===== config.mk =====
export PLATFORM = sky130hd
export DESIGN_NAME = bf16_int_frac_pipe
export DESIGN_NICKNAME = d
export VERILOG_FILES = /design/src/rtl/bf16_pkg.sv /design/src/rtl/bf16_int_frac_lane.sv /design/src/rtl/bf16_int_frac_pipe.sv
export SDC_FILE = /design/constraint.sdc
export NUM_CORES = 1
export LEC_CHECK = 0
export ABC_AREA = 1
export ABC_CLOCK_PERIOD_IN_PS = 2890
export BUFFER_PORTS_ARGS = -buffer_cell sky130_fd_sc_hd__buf_2
export CAP_MARGIN = 20
export CORE_AREA = 2 2 236 238
export CTS_CLUSTER_SIZE = 14
export DETAILED_ROUTE_END_ITERATION = 10
export DIE_AREA = 0 0 238 240
export PLACE_DENSITY = 0.83
export RECOVER_POWER = 25
export SYNTH_ARGS = -nofsm -noshare
export SYNTH_HDL_FRONTEND = slang
export SYNTH_SLANG_ARGS = --single-unit

===== constraint.sdc =====
create_clock -name CLK -period 2.89 [get_ports CLK]
set_input_delay 0.289 -clock CLK [delete_from_list [all_inputs] [get_ports CLK]]
set_output_delay 0.289 -clock CLK [all_outputs]
set_load 0.01 [all_outputs]

===== src/rtl/bf16_pkg.sv =====
// Shared bf16/fp16 field layouts, format constants and the leading-zero counter
// used by the bf16 integer/fraction splitter.
package bf16_pkg;

  typedef struct packed {
    logic       sign;
    logic [7:0] exp;
    logic [6:0] mant;
  } bf16_t;

  typedef struct packed {
    logic       sign;
    logic [4:0] exp;
    logic [9:0] mant;
  } fp16_t;

  localparam int          BF16_BIAS = 127;
  localparam int          FP16_BIAS = 15;
  localparam int          FP16_EMIN = -14;
  localparam logic [15:0] FP16_QNAN = 16'h7E00;

  // Leading zeros of an 8-bit value; 8 when the value is zero.
  function automatic logic [3:0] lzc8(input logic [7:0] v);
    logic [3:0] n;
    n = 4'd8;
    for (int i = 0; i < 8; i++) begin
      if (v[i]) n = 4'(7 - i);
    end
    return n;
  endfunction

endpackage


===== src/rtl/bf16_int_frac_lane.sv =====
// One lane of the splitter: S1 decodes and shifts, S2 saturates and packs the fp16 fraction.
// Build option BF16_FRAC_SUBNORM_EN keeps tiny fractions as fp16 subnormals instead of zero.
module bf16_int_frac_lane
  import bf16_pkg::*;
#(
  parameter int INT_W = 32
) (
  input  logic                    i_clk,
  input  logic                    i_rst_n,
  input  logic                    i_en1,
  input  logic                    i_en2,
  input  logic [15:0]             i_bf16,
  output logic signed [INT_W-1:0] o_int,
  output logic [15:0]             o_frac,
  output logic                    o_ovf,
  output logic                    o_nan
);

  localparam logic signed [9:0] L_SEVEN = 10'sd7;
  localparam logic signed [9:0] L_EMAX  = 10'(INT_W - 1);
  localparam logic signed [9:0] L_BIAS  = 10'(BF16_BIAS);
  localparam logic signed [9:0] L_FBIAS = 10'(FP16_BIAS);
  localparam logic signed [9:0] L_EMIN  = 10'(FP16_EMIN);
`ifdef BF16_FRAC_SUBNORM_EN
  localparam logic signed [9:0] L_ESUB  = -10'sd24;
`endif
  localparam logic [INT_W-1:0]  L_MIN   = {1'b1, {(INT_W-1){1'b0}}};
  localparam logic [INT_W-1:0]  L_MAX   = ~L_MIN;

  bf16_t             w_x;
  logic signed [9:0] w_e;
  logic [7:0]        w_sig;
  logic              w_nan, w_sat, w_ovf;
  logic [INT_W-1:0]  w_mag;
  logic [7:0]        w_rem;

  assign w_x   = i_bf16;
  assign w_sig = {1'b1, w_x.mant};
  assign w_e   = signed'({2'b00, w_x.exp}) - L_BIAS;

  // Fraction is always r_rem * 2^(E-7), whichever side of the binary point E falls.
  always_comb begin
    w_nan = 1'b0;
    w_sat = 1'b0;
    w_ovf = 1'b0;
    w_mag = '0;
    w_rem = '0;
    if (w_x.exp == 8'hFF) begin
      if (w_x.mant != 7'd0) begin
        w_nan = 1'b1;
      end else begin
        w_sat = 1'b1;
        w_ovf = 1'b1;
      end
    end else if (w_x.exp != 8'h00) begin
      if (w_e >= L_EMAX) begin
        w_sat = 1'b1;
        w_ovf = !(w_x.sign && (w_e == L_EMAX) && (w_x.mant == 7'd0));
      end else if (w_e >= L_SEVEN) begin
        w_mag = INT_W'(w_sig) << (w_e - L_SEVEN);
      end else if (w_e >= 10'sd0) begin
        w_mag = INT_W'(w_sig >> (L_SEVEN - w_e));
        w_rem = w_sig & ((8'd1 << (L_SEVEN - w_e)) - 8'd1);
      end else begin
        w_rem = w_sig;
      end
    end
  end

  // ---- S1 register boundary ----
  logic              r_s1_sign, r_s1_nan, r_s1_sat, r_s1_ovf;
  logic [INT_W-1:0]  r_s1_mag;
  logic [7:0]        r_s1_rem;
  logic signed [9:0] r_s1_k;

  always_ff @(posedge i_clk or negedge i_rst_n) begin
    if (!i_rst_n) begin
      r_s1_sign <= 1'b0;
      r_s1_nan  <= 1'b0;
      r_s1_sat  <= 1'b0;
      r_s1_ovf  <= 1'b0;
      r_s1_mag  <= '0;
      r_s1_rem  <= '0;
      r_s1_k    <= '0;
    end else if (i_en1) begin
      r_s1_sign <= w_x.sign;
      r_s1_nan  <= w_nan;
      r_s1_sat  <= w_sat;
      r_s1_ovf  <= w_ovf;
      r_s1_mag  <= w_mag;
      r_s1_rem  <= w_rem;
      r_s1_k    <= w_e - L_SEVEN;
    end
  end

  logic [3:0]        w_lz;
  logic signed [9:0] w_ef;
  logic [9:0]        w_man;
  fp16_t             w_frac;
  logic [INT_W-1:0]  w_int;

  assign w_lz  = lzc8(r_s1_rem);
  assign w_ef  = r_s1_k + (L_SEVEN - signed'({6'b000000, w_lz}));
  assign w_man = 10'({10'b0, r_s1_rem} << (w_lz + 4'd3));
`ifdef BF16_FRAC_SUBNORM_EN
  logic [10:0] w_sig11;
  assign w_sig11 = {1'b1, w_man};
`endif

  always_comb begin
    w_frac.sign = r_s1_sign;
    w_frac.exp  = 5'd0;
    w_frac.mant = 10'd0;
    if (r_s1_nan) begin
      w_frac = FP16_QNAN;
    end else if (r_s1_rem != 8'd0) begin
      if (w_ef >= L_EMIN) begin
        w_frac.exp  = 5'(w_ef + L_FBIAS);
        w_frac.mant = w_man;
      end
`ifdef BF16_FRAC_SUBNORM_EN
      else if (w_ef >= L_ESUB) begin
        w_frac.mant = 10'(w_sig11 >> (L_EMIN - w_ef));
      end
`endif
    end
  end

  assign w_int = r_s1_nan ? '0 :
                 r_s1_sat ? (r_s1_sign ? L_MIN : L_MAX) :
                 (r_s1_sign ? -r_s1_mag : r_s1_mag);

  // ---- S2 register boundary ----
  always_ff @(posedge i_clk or negedge i_rst_n) begin
    if (!i_rst_n) begin
      o_int  <= '0;
      o_frac <= '0;
      o_ovf  <= 1'b0;
      o_nan  <= 1'b0;
    end else if (i_en2) begin
      o_int  <= w_int;
      o_frac <= w_frac;
      o_ovf  <= r_s1_ovf;
      o_nan  <= r_s1_nan;
    end
  end

endmodule


===== src/rtl/bf16_int_frac_pipe.sv =====
// Multi-lane bf16 -> (signed integer, fp16 fraction) splitter with valid/ready, flush and an
// overflow-event counter. Build option BF16_FRAC_SUBNORM_EN enables fp16 subnormal fractions.
module bf16_int_frac_pipe
  import bf16_pkg::*;
#(
  parameter int LANES = 4,
  parameter int INT_W = 32,
  parameter int CNT_W = 16
) (
  input  logic                   CLK,
  input  logic                   nRST,
  input  logic                   flush,
  input  logic                   in_valid,
  output logic                   in_ready,
  input  logic [LANES*16-1:0]    in_bf16,
  output logic                   out_valid,
  input  logic                   out_ready,
  output logic [LANES*INT_W-1:0] out_int,
  output logic [LANES*16-1:0]    out_frac,
  output logic [LANES-1:0]       out_ovf,
  output logic [LANES-1:0]       out_nan,
  input  logic                   cnt_clr,
  output logic [CNT_W-1:0]       ovf_count
);

  logic r_s1_valid, r_s2_valid;
  logic w_s1_adv, w_s2_adv, w_en1, w_en2, w_hs;

  assign w_s2_adv  = !r_s2_valid || out_ready;
  assign w_s1_adv  = !r_s1_valid || w_s2_adv;
  assign in_ready  = w_s1_adv;
  assign out_valid = r_s2_valid;
  assign w_hs      = r_s2_valid && out_ready;
  assign w_en1     = w_s1_adv && in_valid && !flush;
  assign w_en2     = w_s2_adv && r_s1_valid && !flush;

  always_ff @(posedge CLK or negedge nRST) begin
    if (!nRST) begin
      r_s1_valid <= 1'b0;
      r_s2_valid <= 1'b0;
    end else if (flush) begin
      r_s1_valid <= 1'b0;
      r_s2_valid <= 1'b0;
    end else begin
      if (w_s1_adv) r_s1_valid <= in_valid;
      if (w_s2_adv) r_s2_valid <= r_s1_valid;
    end
  end

  for (genvar g = 0; g < LANES; g++) begin : g_lane
    bf16_int_frac_lane #(
      .INT_W(INT_W)
    ) u_lane (
      .i_clk  (CLK),
      .i_rst_n(nRST),
      .i_en1  (w_en1),
      .i_en2  (w_en2),
      .i_bf16 (in_bf16[16*g +: 16]),
      .o_int  (out_int[INT_W*g +: INT_W]),
      .o_frac (out_frac[16*g +: 16]),
      .o_ovf  (out_ovf[g]),
      .o_nan  (out_nan[g])
    );
  end

  logic [CNT_W:0]   w_pop, w_sum;
  logic [CNT_W-1:0] r_cnt;

  always_comb begin
    w_pop = '0;
    for (int i = 0; i < LANES; i++) begin
      w_pop = w_pop + (CNT_W+1)'(out_ovf[i]);
    end
  end

  assign w_sum = {1'b0, r_cnt} + w_pop;

  always_ff @(posedge CLK or negedge nRST) begin
    if (!nRST) begin
      r_cnt <= '0;
    end else if (cnt_clr) begin
      r_cnt <= '0;
    end else if (w_hs) begin
      r_cnt <= w_sum[CNT_W] ? {CNT_W{1'b1}} : w_sum[CNT_W-1:0];
    end
  end

  assign ovf_count = r_cnt;

endmodule


==> key figures <==
Status
  • Status: finished with violations
  • Failing checks: max-capacitance violations, max-slew violations, negative setup slack

Clock tree
  • H-tree depth: 2
  • TritonCTS Buffers: 48
  • Clock Path Buffers: 3
  • Root Buffer: clkbuf_16
  • Clock slew at reported path FFs: 60 ps
  • Clk_lat worst skew: 600 ps
  • CTS tree: done
  • CTS Sinks: 434

STA
  • Setup-failing EPs final: 45
  • RSZ-0062 raised after global routing: yes
  • Maximum clock frequency: 327 MHz
  • Max-slew headroom: -0.519
  • Final worst slack: -167 ps
  • Hold slack: 38.4 ps
  • Max-slew violations: 87
  • Period utilization: 1.06
  • Count of final hold-check violations: 0
  • Fin crit period: 3060 ps
  • Setup TNS: -3090 ps
  • Worst Max-Slew Pin Slew: 2280 ps
  • Clock Skew: 12.9 ps

Drt
  • Total wire length: 96.7 mm
  • Via-to-Cell Ratio: 5.77
  • Drt wl/cell: 17.3 microns
  • Antenna-violating nets left: 0
  • Vias post-DR: 32200
  • Drt drc: 0
  • DRT Pass-1 Iters: 6
  • Initial DRC count: 3019

Yosys
  • Ys async rst share: 1.00
  • Post-synth top cells: nand2_1, dfrtp_1, inv_1
  • Count leader, synth: nand2_1
  • Synth warn: 0
  • Syn Nets: 4488
  • FF+latch count, synth: 434
  • Area share of the largest cell type after synthesis: 0.364
  • Post-synth cell types: 67
  • Synth area leaders: dfrtp_1, nand2_1, o21ai_0
  • Primary FF master, synth: dfrtp_1
  • Avg Cell Area, Syn: 6.87 sq um
  • Syn Inst Count: 4335
  • Leading area contributor after synthesis: dfrtp_1
  • Post-synthesis cell area: 0.0298 sq mm
  • Seq/Total Area, Yosys: 0.364
  • EDFF count, synth: 0

GRT
  • Largest net degree at the start of global routing: 90
  • Total track usage: 0.318
  • Initial antenna violation count: 3
  • Gr ovfl total: 0
  • Vias in the first global route: 29600
  • First-pass GRT wire length: 149 mm

Finish
  • Layout cells sized above 1: 0.217
  • Layout area overhead: 23.5%
  • Final net count: 4989
  • Final Core Density: 0.673
  • Final cell count without fillers: 5580

Floorplan
  • Full die area: 0.0571 sq mm
  • Die span in x: 238 microns
  • Ports: 288
  • Core ar.: 0.0547 sq mm
  • Std-Cell Rows: 86
  • Die H: 240 microns
  • Starting Density: 0.545

Critical path
  • Crit path required time: 3380 ps
  • R2r setup slk: -170 ps
  • Critical path, cell by cell: buf_6 > inv_2 > nand2_1 > o211ai_1 > nand3_2 > buf_6 > ha_4 > nand3_2 > nand2_2 > xor2_2 > nand2_1 > o311ai_2 > nor3_2 > nand3_1 > nand3_4 > buf_4 > nand3_1 > nand2_1
  • Arrival @ worst endpoint: 3540 ps
  • Worst Setup End Kind: flop
  • Setup CP Type: reg -> reg
  • Critical path launch point: g_lane[1].u_lane.r_s1_rem[2]
  • Slowest stage delay, CP: 410 ps
  • Crit-path most repeated cell: nand2_1
  • Worst setup SP type: flop
  • RR Startpoint: g_lane[1].u_lane.r_s1_rem[2]
  • Reg2reg end: g_lane[1].u_lane.o_frac[9]
  • R2r worst-path depth: 18
  • Crit Path Max Fanout: 5
  • Critical Path Sink: g_lane[1].u_lane.o_frac[9]
  • CP max-delay cell: dfrtp_1

Placement
  • Routability congestion estimate: 0.976
  • Dpl hpwl: 68.8 mm
  • DP Cell Count: 5413
  • Port Buf Inserts: 287

Pwr
  • PD cells: 669 mW/mm^2
  • Max VDD drop: 507 uV
  • Leak: 18.8 nW

Worst hold path
  • HP Class: in -> reg

Run
  • Max-Cap Viols: 1
## power breakdown
part           internal, mW  switching (mW)  leakage (nW)
Sequential             7.09           0.783          5.68
Clock                  3.44            2.65         0.764
Combinational          4.30            6.35          12.4
## worst min path at each step
| stage | from | end | depth (start not counted) |
|---|---|---|---|
| 2_1_floorplan | nRST | g_lane[0].u_lane.o_frac[0] | 0 |
| 3_3_place_gp | nRST | g_lane[3].u_lane.r_s1_mag[29] | 1 |
| 3_5_place_dp | nRST | g_lane[3].u_lane.r_s1_mag[29] | 1 |
| 4_1_cts | in_bf16[36] | g_lane[2].u_lane.r_s1_rem[4] | 3 |
| 5_1_grt | in_bf16[31] | g_lane[1].u_lane.r_s1_sign | 3 |
| 6_report | in_bf16[17] | g_lane[1].u_lane.r_s1_rem[1] | 3 |
## state kept, by name, summed over array words and instances, names as in the netlist
signal,flops
g_lane.u_lane.r_s1_nan,4
g_lane.u_lane.r_s1_sat,4
g_lane.u_lane.r_s1_mag,128
r_s1_valid,1
out_valid,1
ovf_count,16
g_lane.u_lane.r_s1_ovf,4
g_lane.u_lane.r_s1_rem,32
g_lane.u_lane.o_int,128
g_lane.u_lane.r_s1_sign,4
g_lane.u_lane.r_s1_k,40
g_lane.u_lane.o_nan,4
g_lane.u_lane.o_ovf,4
g_lane.u_lane.o_frac,64
## metal layers
layer  GRT usage  vias up  wire (microns)
met4       0.128        4            4100
met5           0        -              23
met2       0.519     1454           45100
met3      0.0517      295            7550
met1       0.425    15100           40000
li1            -    15400               -
## timing repair
action / 4_1_cts / 5_1_grt
hold buffers: 6 / 0
setup endpoints to repair: 75 / 95
setup buffers: 29 / 40
gates cloned: 1 / 1
resized for setup: 74 / 271
pin swaps: 32 / 108
hold endpoints to repair: 79 / 0
## critical path: cells and delay by family (launching register included)
kind | cells | cell delay, ps
compound gates | 2 | 510
xor+xnor | 1 | 220
fa+ha+maj | 1 | 260
buf+inv | 4 | 510
flops | 1 | 410
simple gates | 10 | 1020
## per-stage QoR
stage | instance area (sq um) | power (mW) | setup WS, ps
floorplan | 29800 | 13.3 | 19.2
global placement | 33500 | 16.5 | -184
detailed placement | 33500 | 16.7 | -347
CTS | 35600 | 23.2 | -57.6
global route | 36800 | 26.0 | -291
finish | 36800 | 24.6 | -167
## cell type report
| type | instances | area (sq um) |
|---|---|---|
| flip-flops and latches | 434 | 10900 |
| fillers | 4603 | 17900 |
| inverters | 457 | 1730 |
| clock buffers | 64 | 1370 |
| repair buffers | 615 | 4060 |
| diodes | 2 | 5.00 |
| well taps | 704 | 881 |
| clock inverters | 24 | 176 |
| multi-input cells | 3280 | 17700 |
## cells by family (layout without fill, tap and decap cells)
family	after synthesis	count (layout)	synth area share
compound gates	789	789	0.149
xor+xnor	84	84	0.0267
fa+ha+maj	83	83	0.0366
buf+inv	621	1160	0.0815
flops	434	434	0.364
mux	2	2	0.000672
other cells	0	2	0
simple gates	2322	2322	0.341
## cell usage in the layout (no fill, tap or decap), drive strengths merged, types with 7 or more instances in the layout
master,count
nand2,1301
buf,600
o21ai,480
inv,450
dfrtp,434
nand3,406
nor2,354
a21oi,131
nor3,110
nand4,86
ha,76
clkbuf,73
xor2,71
o22ai,30
nor4,29
o211ai,28
a22o,28
a31oi,26
clkinv,25
or2,19
xnor2,13
o21a,10
o31ai,10
nand3b,9
fa,7
Note: power is estimated with default switching activity, not from simulation.
